--- src/rtl/pipeline_frontend_ctrl.sv ---
// rtl/pipeline_frontend_ctrl.sv - fetch/decode front-end control: PC, IF/ID, ID/EX ctrl, stall FSM, watchdog
// Branch redirect has priority over stall inputs; every output is registered.
module pipeline_frontend_ctrl (
   input  logic        clk,
   input  logic        reset,
   input  logic        PCWrite,
   input  logic        IF_ID_Write,
   input  logic        ControlMux,
   input  logic        branch_taken,
   input  logic [31:0] branch_target,
   input  logic [31:0] instr_in,
   input  logic [7:0]  ctrl_in,
   output logic [31:0] pc,
   output logic [31:0] if_id_pc,
   output logic [31:0] if_id_instr,
   output logic        if_id_valid,
   output logic [7:0]  id_ex_ctrl,
   output logic [7:0]  stall_count,
   output logic        stall_timeout,
   output logic [1:0]  state
);

   typedef enum logic [1:0] {
      S_RUN   = 2'b00,
      S_STALL = 2'b01,
      S_FLUSH = 2'b10
   } state_t;

   state_t     state_q;
   logic [4:0] run_cnt;

   assign state = state_q;

   always_ff @(posedge clk or posedge reset) begin
      if (reset) begin
         pc            <= 32'h0;
         if_id_pc      <= 32'h0;
         if_id_instr   <= 32'h0;
         if_id_valid   <= 1'b0;
         id_ex_ctrl    <= 8'h00;
         stall_count   <= 8'h00;
         stall_timeout <= 1'b0;
         run_cnt       <= 5'd0;
         state_q       <= S_RUN;
      end else if (branch_taken) begin
         // Redirect squashes the fetched instruction and the decode slot.
         pc          <= branch_target & 32'hFFFF_FFFC;
         if_id_instr <= 32'h0;
         if_id_valid <= 1'b0;
         id_ex_ctrl  <= 8'h00;
         run_cnt     <= 5'd0;
         state_q     <= S_FLUSH;
      end else begin
         if (PCWrite)
            pc <= pc + 32'd4;
         if (IF_ID_Write) begin
            if_id_instr <= instr_in;
            if_id_pc    <= pc;
            if_id_valid <= 1'b1;
         end
         id_ex_ctrl <= ControlMux ? 8'h00 : ctrl_in;
         if (ControlMux) begin
            if (stall_count != 8'hFF)
               stall_count <= stall_count + 8'd1;
            // Counter holds at 16 once reached; the flag itself is sticky.
            if (run_cnt != 5'd16)
               run_cnt <= run_cnt + 5'd1;
            if (run_cnt >= 5'd15)
               stall_timeout <= 1'b1;
            state_q <= S_STALL;
         end else begin
            run_cnt <= 5'd0;
            state_q <= S_RUN;
         end
      end
   end

endmodule

--- config.mk ---
export PLATFORM = sky130hd
export DESIGN_NAME = pipeline_frontend_ctrl
export DESIGN_NICKNAME = d
export VERILOG_FILES = /design/src/rtl/pipeline_frontend_ctrl.sv
export SDC_FILE = /design/constraint.sdc
export NUM_CORES = 1
export LEC_CHECK = 0
export CAP_MARGIN = 20
export CORE_ASPECT_RATIO = 0.75
export CORE_MARGIN = 2
export CORE_UTILIZATION = 44
export DETAILED_ROUTE_END_ITERATION = 12
export HOLD_SLACK_MARGIN = 0.15
export PLACE_DENSITY = 0.86
export SLEW_MARGIN = 5
export SYNTH_ARGS = -nofsm -noshare
export SYNTH_HDL_FRONTEND = slang
export SYNTH_SLANG_ARGS = --single-unit
--- constraint.sdc ---
create_clock -name clk -period 4.96 [get_ports clk]
set_input_delay 1.24 -clock clk [delete_from_list [all_inputs] [get_ports clk]]
set_output_delay 1.24 -clock clk [all_outputs]
set_load 0.1 [all_outputs]
# Yosys cells after proc, flatten, opt, wreduce, memory -nomap -nowiden
# Cells that the tools add are included.
# word_totals
elab_cells	35
ff_bits	121
output_inout_bits	116
in_bits	78
# classes
n_eq_ne	3
add_sub_neg	3
reduce_logical	5
muxes	13
bitwise_logic	1
magnitude_cmp	1
# ops
cell	count
$mux 32	4
$add 32x3->32 const B	1
$mux 8	2
$mux 5	3
$add 8x1->8 const B	1
$ne 8x8->1 const B	1
$reduce_and 3->1	2
$add 5x1->5 const B	1
$ge 5x4->1 const B	1
$ne 5x5->1 const B	1
$reduce_bool 2->1	2
$mux 1	3
$ne 3x1->1 const B	1
$mux 2	1
$reduce_and 2->1	1
$not 1->1	1

# Longest topological paths before layout
# Gate-level depths: netlist of run 1.
# depth
depth_word	4
ltp_mapped	7

# Worst setup path before layout of run 1
# OpenSTA, ideal clock, no wires.
# synth_path
path_type	input port to flip-flop
startpoint	in PCWrite
endpoint	reg pc[16]
path_stages	7
t_required_ns	4.887
setup_time_ns	0.073
setup_slack_ns	2.032
arrival_time_ns	2.855
cell_sequence	buf_2 -> nand4_4 -> or4_1 -> clkbuf_1 -> buf_2 -> or4_1 -> nand3_1
# synth_between
elab_chain_cells	1
# synth_lines
item	line	source
start, declared	6	input logic PCWrite,
$reduce_bool 2->1 (no source line)	n/a	
end signal, assigned	47	pc <= branch_target & 32'hFFFF_FFFC;
end signal, assigned	55	pc <= pc + 32'd4;
end, declared	13	output logic [31:0] pc,
# Every way passes these cells.
# A chain may end at the register's enable or synchronous reset.

# Worst setup path after layout of run 1
# layout_path
startpoint	reg pc[4]
endpoint	out pc[4]
# No word-level cell between the ends.

==> results of run 1 <==
-- worst max path at each step --
stage                                  from                 endpoint  slack (ns)  cells after the start
after CTS                 pc[4]$_DFFE_PP0N_                    pc[4]        1.59                      1
after detailed placement            PCWrite       pc[28]$_DFFE_PP0N_        1.27                      5
after global placement              PCWrite       pc[28]$_DFFE_PP0N_        1.31                      5
final                     pc[4]$_DFFE_PP0N_                    pc[4]        1.61                      1
after floorplan                       reset  id_ex_ctrl[0]$_DFF_PP0_        0.62                      1
after global routing      pc[4]$_DFFE_PP0N_                    pc[4]        1.55                      1
-- cell usage in the layout (no fill, tap or decap), types with 3 or more instances in the layout --
| cell | instances |
|---|---|
| a31oi_1 | 11 |
| and2_1 | 8 |
| and3_1 | 4 |
| and4_1 | 3 |
| buf_4 | 4 |
| bufinv_16 | 3 |
| clkbuf_16 | 17 |
| clkbuf_8 | 4 |
| clkdlybuf4s50_1 | 185 |
| clkinv_2 | 6 |
| conb_1 | 4 |
| dfrtp_1 | 117 |
| ha_1 | 5 |
| inv_1 | 9 |
| mux2_2 | 31 |
| mux2i_1 | 34 |
| nand2_1 | 31 |
| nand3_1 | 17 |
| nand4_1 | 11 |
| nor2_1 | 52 |
| nor3_1 | 6 |
| o211ai_1 | 5 |
| o21ai_0 | 18 |
| o31ai_1 | 7 |
| or3_1 | 4 |
| or4_1 | 15 |
| xnor2_1 | 18 |
| xor2_1 | 5 |
-- cells by family after synthesis --
kind of cell	synth area share [%]
flip-flops	57.1
AND/OR/NAND/NOR	15.7
XOR/XNOR	3.93
adder cells (fa/ha/maj)	1.22
multiplexers	13.5
other	0.0732
AO/OA/AOI/OAI	5.22
buffers and inverters	3.25
-- final cells by class --
| type | instances | share of cell area, % |
|---|---|---|
| Timing Repair Buffer | 192 | 24.8 |
| Clock buffer | 21 | 6.22 |
| Multi-Input combinational cell | 300 | 26.5 |
| Sequential cell | 117 | 37.9 |
| Tap cell | 144 | 2.33 |
| Inverter | 11 | 0.567 |
| Clock inverter | 10 | 1.65 |
-- sequential cells by signal, indices dropped and copies added (netlist names) --
register       cells
id_ex_ctrl         8
if_id_instr       32
if_id_pc          30
if_id_valid        1
pc                30
run_cnt            5
stall_count        8
stall_timeout      1
state              2
-- stage by stage --
step / hold slack [ns] / power [W]
2_1_floorplan: 0.540 / 0.00219
3_3_place_gp: 0.462 / 0.00252
3_5_place_dp: 0.458 / 0.00255
4_1_cts: 0.480 / 0.00381
5_1_grt: 0.516 / 0.00392
6_report: 0.477 / 0.00378
-- layer usage --
metal / vias to the layer above / track usage, % / routed length [um]
li1: 1963 / - / -
met1: 2087 / 27.7 / 5680
met2: 147 / 34.2 / 6410
met3: 10 / 8.37 / 1040
met4: 0 / 5.94 / 109
met5: - / 0 / 0
-- power groups by stage --
stage	clock network, W	logic (W)	registers (W)
floorplan	0	0.000199	0.00199
global placement	0	0.00134	0.00118
detailed placement	0	0.00136	0.00119
CTS	0.00127	0.00136	0.00118
global route	0.00132	0.00140	0.00120
finish	0.00125	0.00135	0.00118
==> key figures, run 1 <==
Power
  – Power Internal: 0.00224 W
  – VDD IR max: 0.000336 V
  – Logic pwr share: 35.8%
  – Leakage: 3.29 nW
  – Sequential Power Share: 31.2%
  – Sw Pwr: 0.00154 W
  – Power density over the cells: 489 mW/mm^2
  – Clock network power share: 33.0%
  – Sw frac: 40.7%

Critical path
  – CP max FO: 7
  – CP required: 3.72 ns
  – Top delay family on crit path: buffers and inverters
  – Critical path type: flip-flop to output port
  – CP Cell Sequence: clkdlybuf4s50_1
  – FF-to-FF setup slack: 2.38 ns
  – Worst EP arrival: 2.11 ns
  – Worst R2R End: pc[26]$_DFFE_PP0N_
  – Buf+Inv Stages, Crit Path: 1
  – Reg2Reg Depth: 5
  – Crit end category: output port
  – FF-to-FF Start: pc[2]$_DFFE_PP0N_
  – Startpoint Class: flip-flop
  – Slowest CP cell: clkdlybuf4s50_1
  – CP peak stage delay: 1.20 ns

Global routing
  – Total grt overflow: 0
  – Vias in the first global route: 4,223
  – Largest net degree at the start of global routing: 82
  – Antenna violations before repair: 0
  – First-pass GRT wire length: 21,300 um
  – Global Route Usage Sum: 21.6%

Drt
  – DRT antenna net count: 0
  – Vias: 4,207
  – Drt pass-1 iters: 4
  – WL/cell: 16.7 um
  – Vias/cell: 5.29
  – Iteration-0 DRC Markers: 233
  – Drc violations: 0
  – WL final: 13,200 um

Synth
  – Post-synth EDFFs: 0
  – Synth async-reset ratio: 100%
  – Top cell type's share of synthesized area: 57.1%
  – Largest cells by area after synthesis: dfrtp_1 (57%), mux2_2 (6.8%), mux2i_1 (6.6%)
  – Area of the mapped netlist: 0.00512 mm^2
  – Ys flop type: dfrtp_1
  – Synthesized flop and latch total: 117
  – Post-synthesis cell type count: 35
  – Post-Syn Instances: 453
  – Avg Cell Area, Syn: 11.3 um^2
  – Warnings, synthesis: 0
  – Most frequent cells after synthesis: dfrtp_1 (117), nor2_1 (52), mux2i_1 (34)
  – Register area share after synthesis: 57.1%
  – Area leader, netlist: dfrtp_1
  – Most common cell in the synthesized netlist: dfrtp_1

Clocking
  – Clock root cell: clkbuf_16
  – Clock Tree Buf Depth: 2
  – # H-tree levels: 4
  – Setup bufs post-CTS: 0
  – CTS Buf Count: 17
  – CTS Sinks: 117
  – CTS tree: built
  – Clock slew at reported path FFs: 0.06 ns
  – Cts repair resizes: 0
  – CTS Hold Bufs: 0
  – Skew-Pair Late Insertion Delay: 0.40 ns

STA
  – Unrepaired setup endpoints after global routing: no
  – Final worst slack: 1.61 ns
  – Final Hold Viols: 0
  – Tmin final: 3.35 ns
  – Max Freq: 298 MHz
  – Fin Clk Skew: 0.0108 ns
  – Tightest Pin Transition: 1.03 ns
  – Final setup vio count: 0
  – Slew HR: 31.4%
  – Count of pins over their slew limit: 0
  – Setup TNS: 0 ns
  – Post-route clock period utilization: 67.6%

Place
  – Dpl ws: 1.27 ns
  – Post-detail-place hpwl: 9040 um
  – I/O Buffers: 187
  – GPL Wtd Cong: 0.782
  – Area post-placement: 0.00709 mm^2
  – Placed Instances: 763

Hold path
  – Worst Hold Depth: 1
  – Tightest Hold Check Type: flip-flop to flip-flop
  – Hold_sp: stall_timeout$_DFFE_PP0P_
  – Hold endpoint: stall_timeout$_DFFE_PP0P_

Layout
  – Register area: 0.00293 mm^2
  – Ratio of cells with drive above 1 in the final layout: 11.5%
  – Fin area: 0.00773 mm^2
  – Area Overhead vs Synth: 50.8%
  – Layout Utilization: 67.3%
  – Multi-input logic area: 0.00205 mm^2
  – Final #Nets: 722
  – # diodes: 0
  – Filler-free cell count of the finished design: 795
  – Fillers: 820

Floorplan
  – Initial core utilization: 44.6%
  – DIE HEIGHT: 97.5 um
  – Die width: 129 um
  – I/O pin cnt: 194
  – CORE AREA: 0.0115 mm^2
  – Die Area: 0.0125 mm^2
  – Rows: 34

Job
  – Max-cap violations: 0

Outcome
  – Outcome: finished, final reports clean
Note: power is estimated with default switching activity, not from simulation.
==> run 2: changes to the inputs <==
--- a/config.mk
+++ b/config.mk
@@ -8,10 +8,10 @@
 export CAP_MARGIN = 20
 export CORE_ASPECT_RATIO = 0.75
 export CORE_MARGIN = 2
-export CORE_UTILIZATION = 44
+export CORE_UTILIZATION = 40
 export DETAILED_ROUTE_END_ITERATION = 12
 export HOLD_SLACK_MARGIN = 0.15
-export PLACE_DENSITY = 0.86
+export PLACE_DENSITY = 0.83
 export SLEW_MARGIN = 5
 export SYNTH_ARGS = -nofsm -noshare
 export SYNTH_HDL_FRONTEND = slang
==> constraint.sdc (replaced) <==
create_clock -name clk -period 3 [get_ports clk]
set_input_delay 0.75 -clock clk [delete_from_list [all_inputs] [get_ports clk]]
set_output_delay 0.75 -clock clk [all_outputs]
set_load 0.1 [all_outputs]
==> run 2 against run 1 <==
  * Clock skew fell by 0.0042 ns
  * Core utilization fell by 6.0 points
  * Global-route usage shrank 1.6 points
  * Total power is 72% higher
  * Cell area down 1.7%
  * Non-clock buffer count is 5 higher
  * Sequential power increased by 65%
  * Clock-buffer cell count decreased by 1
  * Wire length rose by 0.72%
  * Final cell count up 3.5%
==> key figures, run 2 (synthesis results as in run 1) <==
Clocking
  – Clock root cell: clkbuf_16
  – CTS tree: built
  – Cts repair resizes: 0 (unchanged)
  – CTS Buf Count: 17 (unchanged)
  – CTS Sinks: 117 (unchanged)
  – # H-tree levels: 4 (unchanged)
  – Clock slew at reported path FFs: 0.05 ns (about the same)
  – Setup bufs post-CTS: 0 (unchanged)
  – Clock Tree Buf Depth: 2 (unchanged)
  – Skew-Pair Late Insertion Delay: 0.40 ns (about the same)
  – CTS Hold Bufs: 0 (unchanged)

Drt
  – WL final: 13,300 um (+0.72%)
  – Vias: 4,155 (-1.2%)
  – WL/cell: 16.2 um (-2.7%)
  – Iteration-0 DRC Markers: 257 (+10%)
  – Drt pass-1 iters: 4 (unchanged)
  – Drc violations: 0 (unchanged)
  – Vias/cell: 5.05 (-4.6%)
  – DRT antenna net count: 0 (unchanged)

STA
  – Max Freq: 391 MHz
  – Tmin final: 2.56 ns
  – Final setup vio count: 0 (unchanged)
  – Fin Clk Skew: 0.00668 ns (-0.00416 ns)
  – Final Hold Viols: 0 (unchanged)
  – Unrepaired setup endpoints after global routing: no
  – Slew HR: 51.1% (+20 points)
  – Tightest Pin Transition: 0.729 ns (-0.297 ns)
  – Post-route clock period utilization: 85.3%
  – Setup TNS: 0 ns (unchanged)
  – Count of pins over their slew limit: 0 (unchanged)

Power
  – Sw Pwr: 0.00258 W (+68%)
  – Sw frac: 39.7% (-1.1 points)
  – VDD IR max: 0.000565 V (+68%)
  – Clock network power share: 36.6% (+3.6 points)
  – Power Internal: 0.00393 W (+75%)
  – Logic pwr share: 33.4% (-2.4 points)
  – Power density over the cells: 857 mW/mm^2 (+75%)
  – Sequential Power Share: 30.0% (-1.2 points)
  – Leakage: 3.47 nW (+5.5%)

Place
  – Post-detail-place hpwl: 9560 um (+5.7%)
  – I/O Buffers: 187 (unchanged)
  – Area post-placement: 0.00690 mm^2 (-2.7%)
  – GPL Wtd Cong: 0.849 (+8.6%)

Critical path
  – CP max FO: 11 (+4)
  – Reg2Reg Depth: 5 (unchanged)
  – FF-to-FF Start: pc[2]$_DFFE_PP0N_
  – Worst R2R End: pc[28]$_DFFE_PP0N_
  – FF-to-FF setup slack: 0.59 ns (-1.79 ns)
  – CP required: 3.31 ns (-0.41 ns)
  – Crit end category: flip-flop
  – Worst EP arrival: 2.87 ns (+0.76 ns)
  – Startpoint Class: input port
  – Critical path type: input port to flip-flop

Layout
  – Most flops, register: if_id_instr
  – Fin area: 0.00760 mm^2 (-1.7%)
  – Most frequent cells in the layout: buf_4 (121), dfrtp_1 (117), clkdlybuf4s50_1 (73)
  – Fillers: 999 (+22%)
  – # diodes: 0 (unchanged)
  – Max reg flops: 32 (unchanged)
  – Ratio of cells with drive above 1 in the final layout: 29.1% (+18 points)
  – Most common cell after layout, fill and taps aside: buf_4
  – Area Overhead vs Synth: 48.2%
  – Biggest regs: if_id_instr: 32 flops, if_id_pc: 30 flops, pc: 30 flops
  – Final #Nets: 727 (+0.69%)

Global routing
  – Antenna violations before repair: 0 (unchanged)
  – Routing usage on met2: 30.4% (-3.8 points)
  – Global Route Usage Sum: 20.0% (-1.6 points)
  – Largest net degree at the start of global routing: 68 (-17%)
  – Top Usage Layer GRT: met2
  – Total grt overflow: 0 (unchanged)
  – First-pass GRT wire length: 21,600 um (+1.1%)
  – Vias in the first global route: 4,260 (+0.88%)
  – Met3 GRT Util: 6.85% (-1.5 points)
  – Met1 usage: 26.6% (-1.2 points)

Hold path
  – Tightest Hold Check Type: flip-flop to flip-flop
  – Hold endpoint: stall_timeout$_DFFE_PP0P_
  – Hold_sp: stall_timeout$_DFFE_PP0P_
  – Worst Hold Depth: 1 (unchanged)

Floorplan
  – DIE HEIGHT: 102 um (+4.7%)
  – Rows: 35 (+2.9%)
  – CORE AREA: 0.0124 mm^2 (+7.9%)
  – Initial core utilization: 41.4% (-3.3 points)
  – I/O pin cnt: 194 (unchanged)
  – Die Area: 0.0137 mm^2 (+9.6%)
  – Die width: 135 um (+4.7%)

Job
  – Max-cap violations: 0 (unchanged)

Outcome
  – Outcome: finished, final reports clean
[run 2: cell count changes in the layout (fill, tap and decap cells not counted), sizes merged]
cell	change
buf	+117
bufinv	+4
clkbuf	-1
clkdlybuf4s50	-112
clkinv	-4
clkinvlp	+3
inv	-1
[run 2: how the worst max path moves through the flow]
stage,startpoint,to,slack (ns),cells after the start
after floorplan,pc[2]$_DFFE_PP0N_,pc[16]$_DFFE_PP0N_,0.14,7
after global placement,PCWrite,pc[20]$_DFFE_PP0N_,0.09,6
after detailed placement,PCWrite,pc[28]$_DFFE_PP0N_,0.04,5
after CTS,PCWrite,pc[28]$_DFFE_PP0N_,0.47,5
after global routing,PCWrite,pc[28]$_DFFE_PP0N_,0.38,5
final,PCWrite,pc[28]$_DFFE_PP0N_,0.44,5
[run 2: final cells by class]
type,count,area [um^2],share of cell area (%)
Timing Repair Buffer,197,1670,22.0
Multi-Input combinational cell,300,2050,27.0
Tap cell,166,208,2.73
Clock buffer,20,447,5.88
Sequential cell,117,2930,38.5
Clock inverter,12,250,3.29
Inverter,11,45.0,0.593
[run 2: per-stage QoR]
| step | power, W | utilization (%) | setup slack [ns] | cells | hold WS, ns |
|---|---|---|---|---|---|
| CTS | 0.00656 | 61.3 | 0.467 | 823 | 0.510 |
| detailed placement | 0.00416 | 55.7 | 0.0379 | 791 | 0.497 |
| floorplan | 0.00362 | - | 0.136 | 456 | 0.540 |
| global placement | 0.00412 | 55.7 | 0.0929 | 791 | 0.465 |
| global route | 0.00674 | 61.3 | 0.378 | 823 | 0.517 |
| finish | 0.00651 | 61.3 | 0.442 | 823 | 0.502 |
[run 2: power by group through the flow]
stage	logic (W)	registers, W	clock network [W]
after detailed placement	0.00218	0.00198	0
final	0.00218	0.00195	0.00238
after floorplan	0.000329	0.00329	0
after CTS	0.00219	0.00195	0.00242
after global routing	0.00225	0.00198	0.00251
after global placement	0.00216	0.00196	0
[run 2: critical path, stage by stage]
cell	delay [ns]
clkdlybuf4s50_1	0.56
nand4_4	0.12
or4_1	0.72
or4_1	0.55
a31oi_1	0.17
[run 2: metal layers]
| metal | part of all wire (%) | up-vias |
|---|---|---|
| met2 | 47 | 156 |
| met1 | 44 | 2010 |
| met5 | 0 | - |
| li1 | - | 1971 |
| met3 | 7.2 | 18 |
| met4 | 1.7 | 0 |
==> run 3: changes to the inputs <==
--- a/config.mk
+++ b/config.mk
@@ -9,6 +9,7 @@
 export CORE_ASPECT_RATIO = 0.75
 export CORE_MARGIN = 2
 export CORE_UTILIZATION = 40
+export CTS_CLUSTER_DIAMETER = 40
 export DETAILED_ROUTE_END_ITERATION = 12
 export HOLD_SLACK_MARGIN = 0.15
 export PLACE_DENSITY = 0.83
==> results of run 3 <==
No change in the layout: final DEF, timing and power equal those of run 2.
